===== src/rtl/print_arb_pkg.sv =====
// Shared types and constants for print_arbiter and its round-robin picker.
// The optional separator feature is selected with the PRINT_ARB_SEP_EN macro in print_arbiter.
package print_arb_pkg;

  typedef enum logic [2:0] {
    IDLE     = 3'd0,
    ISSUE    = 3'd1,
    SEP_WAIT = 3'd2,
    SEP      = 3'd3,
    DONE     = 3'd4,
    RELEASE  = 3'd5
  } state_e;

  localparam logic TYPE_BYTE = 1'b0;
  localparam logic TYPE_WORD = 1'b1;

  // Print takes a 32-bit data bus; a byte job only uses the low 8 bits.
  function automatic logic [31:0] sep_word(input logic [7:0] ch);
    return {24'h0, ch};
  endfunction

endpackage


===== src/rtl/print_arbiter_rr_pick.sv =====
// Combinational round-robin picker: returns the first asserted request strictly
// after last_gnt, wrapping around, so the last winner gets lowest priority.
module rr_pick
  import print_arb_pkg::*;
#(
  parameter int NUM_REQ = 4,
  parameter int GNT_W   = 2
) (
  input  logic [NUM_REQ-1:0] req,
  input  logic [GNT_W-1:0]   last_gnt,
  output logic               valid,
  output logic [GNT_W-1:0]   idx
);

  logic [GNT_W-1:0] cand;

  // Scan from the farthest candidate to the nearest so the nearest hit wins.
  always_comb begin
    // NOTE: every output and temporary gets a default first, so no path leaves
    // a value unassigned and no latch is inferred.
    valid = 1'b0;
    idx   = '0;
    cand  = '0;
    for (int off = NUM_REQ; off >= 1; off--) begin
      cand = GNT_W'((int'(last_gnt) + off) % NUM_REQ);
      if (req[cand]) begin
        valid = 1'b1;
        idx   = cand;
      end
    end
  end

endmodule


===== src/rtl/print_arbiter.sv =====
// Round-robin arbiter sharing one Print formatter among NUM_REQ requesters.
// Define PRINT_ARB_SEP_EN to follow every word job with a SEP_CHAR byte job.
module print_arbiter
  import print_arb_pkg::*;
#(
  parameter int         NUM_REQ  = 4,
  parameter int         GNT_W    = 2,
  parameter logic [7:0] SEP_CHAR = 8'h20
) (
  input  logic                   clk,
  input  logic                   rstn,
  input  logic [NUM_REQ-1:0]     req,
  input  logic [NUM_REQ-1:0]     req_type,
  input  logic [32*NUM_REQ-1:0]  dout,
  output logic [NUM_REQ-1:0]     ack,
  output logic                   busy,
  output logic [GNT_W-1:0]       gnt_id,
  output logic [31:0]            dout_tx,
  output logic                   type_tx,
  output logic                   req_tx,
  input  logic                   ack_tx
);

`ifdef PRINT_ARB_SEP_EN
  localparam bit SEP_EN = 1'b1;
`else
  localparam bit SEP_EN = 1'b0;
`endif

  state_e           state;
  logic [GNT_W-1:0] last_gnt;
  logic             pick_valid;
  logic [GNT_W-1:0] pick_idx;
  logic [31:0]      dout_arr [NUM_REQ];

  for (genvar i = 0; i < NUM_REQ; i++) begin : g_slice
    assign dout_arr[i] = dout[32*i +: 32];
  end

  rr_pick #(
    .NUM_REQ (NUM_REQ),
    .GNT_W   (GNT_W)
  ) u_rr_pick (
    .req      (req),
    .last_gnt (last_gnt),
    .valid    (pick_valid),
    .idx      (pick_idx)
  );

  // NOTE: all state uses non-blocking assignments so every register updates
  // from the same pre-edge values regardless of statement order.
  always_ff @(posedge clk or negedge rstn) begin
    if (!rstn) begin
      state    <= IDLE;
      last_gnt <= GNT_W'(NUM_REQ - 1);
      gnt_id   <= '0;
      dout_tx  <= '0;
      type_tx  <= TYPE_BYTE;
      req_tx   <= 1'b0;
      busy     <= 1'b0;
      ack      <= '0;
    end else begin
      ack <= '0;
      case (state)
        // Print ignores requests during its ack cycle, so never launch one then.
        IDLE: begin
          if (pick_valid && !ack_tx) begin
            gnt_id   <= pick_idx;
            last_gnt <= pick_idx;
            dout_tx  <= dout_arr[pick_idx];
            type_tx  <= req_type[pick_idx];
            req_tx   <= 1'b1;
            busy     <= 1'b1;
            state    <= ISSUE;
          end
        end
        ISSUE: begin
          if (ack_tx) begin
            req_tx <= 1'b0;
            state  <= (SEP_EN && type_tx == TYPE_WORD) ? SEP_WAIT : DONE;
          end
        end
        SEP_WAIT: begin
          if (!ack_tx) begin
            dout_tx <= sep_word(SEP_CHAR);
            type_tx <= TYPE_BYTE;
            req_tx  <= 1'b1;
            state   <= SEP;
          end
        end
        SEP: begin
          if (ack_tx) begin
            req_tx <= 1'b0;
            state  <= DONE;
          end
        end
        DONE: begin
          ack   <= NUM_REQ'(1) << gnt_id;
          state <= RELEASE;
        end
        // Hold off until the winner drops its request, so it is not re-granted stale.
        RELEASE: begin
          if (!req[gnt_id] && !ack_tx) begin
            busy  <= 1'b0;
            state <= IDLE;
          end
        end
        default: state <= IDLE;
      endcase
    end
  end

endmodule


===== config.mk =====
export PLATFORM = sky130hd
export DESIGN_NAME = print_arbiter
export DESIGN_NICKNAME = d
export VERILOG_FILES = /design/src/rtl/print_arb_pkg.sv /design/src/rtl/print_arbiter_rr_pick.sv /design/src/rtl/print_arbiter.sv
export SDC_FILE = /design/constraint.sdc
export NUM_CORES = 1
export LEC_CHECK = 0
export CORE_MARGIN = 2
export CORE_UTILIZATION = 41
export DETAILED_ROUTE_END_ITERATION = 7
export PLACE_DENSITY = 0.84
export SYNTH_ARGS = -nofsm -noshare
export SYNTH_HDL_FRONTEND = slang
export SYNTH_SLANG_ARGS = --single-unit

===== constraint.sdc =====
create_clock -name clk -period 3.3 [get_ports clk]
set_input_delay 0.33 -clock clk [delete_from_list [all_inputs] [get_ports clk]]
set_output_delay 0.33 -clock clk [all_outputs]
set_load 0.01 [all_outputs]

==> qor.yml <==
synth.largest_area_cell: "sky130_fd_sc_hd__dfrtp_1"
routed_via_density: 5.20
end_kind: "register"
synth_edf_count: 0
cell_count_along_the_critical_path: 7
drive_above_1_share_pct: 12.4
initial_core_util_pct: 42.8
finalMaxSlewViolations: 0
clock_path_buffers: 2
wl_per_cell_um: 17.0
static-leakage-power_nw: 2.06
finalWorstPathRequiredPeriod_ps: 2240
vias: 2687
syn-num-nets: 390
drt.antenna.violating_nets: 0
layout.cells.most_common_list: "sky130_fd_sc_hd__clkdlybuf4s50_1, sky130_fd_sc_hd__mux2i_1, sky130_fd_sc_hd__dfrtp_1"
place_hpwl_mm: 6.70
maxCapViolCount: 0
yosysWarningCount: 0
outcome: "complete, no violations"
max_freq_mhz: 446
synthesized_instance_count: 251
ys_top_cells_by_area: "sky130_fd_sc_hd__dfrtp_1, sky130_fd_sc_hd__mux2i_1, sky130_fd_sc_hd__o221ai_2, sky130_fd_sc_hd__nand2_1, sky130_fd_sc_hd__buf_12"
cp_top_family: "buffers and inverters"
top_level_ports: 180
timing.critical_path.fanout_max: 33
synthDistinctLibCells: 34
drt-pass1-iter-count: 4
worstPathCellList: "clkdlybuf4s50_1, nor2b_1, a21oi_1, o221a_4, buf_12, mux2i_1, o221ai_2"
grt_pass1_vias: 2706
fin_skew_ps: 9.51
cts.sinks: 46
area.growth.synth_to_final_pct: 62.7
detail_route.drc_violations: 0
synthDominantCellAreaShare_pct: 37.2
post_cts.resized_instances: 0
cp_num_buf_inv: 2
die_area_um2: 7910
wl_mm: 8.78
max_stage_delay_ps: 490
synth.cell_area_um2: 2960
crit_arrival_ps: 2400
antenna_cells_inserted: 0
cts_tree: "built"
fin_nets: 559
crit_slowest_cell: "sky130_fd_sc_hd__o221a_4"
timing.final.hold_violations: 0
ir_drop_mv: 0.412
numCtsBuffers: 5
timing.max_slew.rel_slack_pct: 31.6
die_height_um: 89.0
core_area_um2: 6910
postCtsHoldBufs: 0
synth_sequential_area_ratio_pct: 39.0
clk_latency_ps: 290
post-cts-setup-buffers: 0
synth.avg_cell_area_um2: 11.8
worstSetupStartpointType: "primary input"
multi_input_area_um2: 1590
drt-initial-drc-count: 105
tightest_slew_ps: 1030
grt_setup_unrepaired: "no"
sequential_cell_area_um2: 1150
groute.usage.overall_pct: 21.3
grt_pass1_wl_mm: 13.0
grt-ovfl-total: 0
r2r.worst_path.cells: 5
die_w_um: 89.0
grt_start_max_net_pins: 47
fin_tns_setup_ps: 0
number_of_antenna_violations_at_the_first_check_in_global_routing: 0
gpl.final_weighted_congestion: 0.773
p_total_w: 0.00325
layout_commonest_cell: "sky130_fd_sc_hd__clkdlybuf4s50_1"
reg2reg_slack_ps: 1060
worstSetupPathType: "primary input to register"
powerDensity_nw_per_um2: 676
postSynth.topFlopCell: "sky130_fd_sc_hd__dfrtp_1"
worst-endpoint-required_ps: 3450
hold_path_class: "primary input to async pin"
standard_cell_rows: 30
fill_cells: 513
ys_seq_elements: 46
asyncSetResetFlopFracSynth_pct: 100
port_buffers: 179
setup-violations-final: 0
h-tree-depth: 2
final_min_period_over_clock_period_pct: 68.0
root_buffer: "sky130_fd_sc_hd__clkbuf_8"
clk_transition_reported_paths_ps: 90
metrics by stage:
stage / hold WS [ps] / setup slack (ps) / utilization (%) / area, um2 / instances
CTS: 246 / 1020 / 69.7 / 4810 / 517
detailed placement: 476 / 711 / 68.0 / 4700 / 509
finish: 204 / 1060 / 69.7 / 4810 / 517
global route: 304 / 894 / 69.7 / 4810 / 517
floorplan: 34.4 / 1490 / - / 2960 / 251
global placement: 469 / 777 / 68.0 / 4700 / 509
final cells by class:
class                      instances  share of cell area, %
inverter                           4                  0.312
clock inverter                     1                  0.624
multi-input combinational        181                   33.0
clock buffer                       7                   1.79
timing repair buffer             182                   37.8
tap                               96                   2.49
sequential                        46                   24.0
cell usage after synthesis, types with 2 or more instances:
cell	number
sky130_fd_sc_hd__o221ai_1	2
sky130_fd_sc_hd__nand2_1	38
sky130_fd_sc_hd__inv_1	4
sky130_fd_sc_hd__nor3_1	2
sky130_fd_sc_hd__dfrtp_1	44
sky130_fd_sc_hd__nand3_1	2
sky130_fd_sc_hd__dfstp_2	2
sky130_fd_sc_hd__buf_2	6
sky130_fd_sc_hd__nor2b_1	4
sky130_fd_sc_hd__buf_4	3
sky130_fd_sc_hd__o21ai_0	4
sky130_fd_sc_hd__buf_6	7
sky130_fd_sc_hd__buf_12	4
sky130_fd_sc_hd__a21oi_1	3
sky130_fd_sc_hd__nand2b_1	2
sky130_fd_sc_hd__mux2_2	2
sky130_fd_sc_hd__o221ai_2	30
sky130_fd_sc_hd__o21ai_1	2
sky130_fd_sc_hd__mux2i_1	68
sky130_fd_sc_hd__nor2_1	8
per-layer routing:
metal	vias up	part of all wire, %	GRT usage, %
li1	1277	-	-
met4	0	1.5	5.02
met3	12	9.7	5.45
met1	1262	40	25.8
met5	-	0	0
met2	136	49	37.9
sequential cells by signal, indices dropped and copies added, names as in the netlist:
name      count
last_gnt      2
ack           4
gnt_id        2
type_tx       1
req_tx        1
dout_tx      32
busy          1
state         3
final timing paths:
path,from,end
worst max-delay path,req[1],dout_tx[8]$_DFFE_PN0P_
worst min-delay path,rstn,state[2]$_DFFE_PN0P_
worst max register to register,last_gnt[1]$_DFFE_PN1P_,dout_tx[8]$_DFFE_PN0P_
worst min register to register,dout_tx[15]$_DFFE_PN0P_,dout_tx[15]$_DFFE_PN0P_
max in group asynchronous,rstn,dout_tx[15]$_DFFE_PN0P_
min in group clk,dout_tx[15]$_DFFE_PN0P_,dout_tx[15]$_DFFE_PN0P_
logic make-up (layout without fill, tap and decap cells):
family	after synthesis	count (layout)	share of synthesized area, %
DFF	46	46	39.0
buffers and inverters	24	194	7.65
AOI/OAI and AO/OA	47	47	19.2
muxes	70	70	23.8
and+or+nand+nor	64	64	10.4
power breakdown:
group,internal (W),switching (W),leakage (nW),total [W]
logic,0.00101,0.000816,1.43,0.00182
clock network,0.000247,0.000189,0.0585,0.000436
registers,0.000818,0.000176,0.573,0.000994
Note: power is estimated with default switching activity, not from simulation.
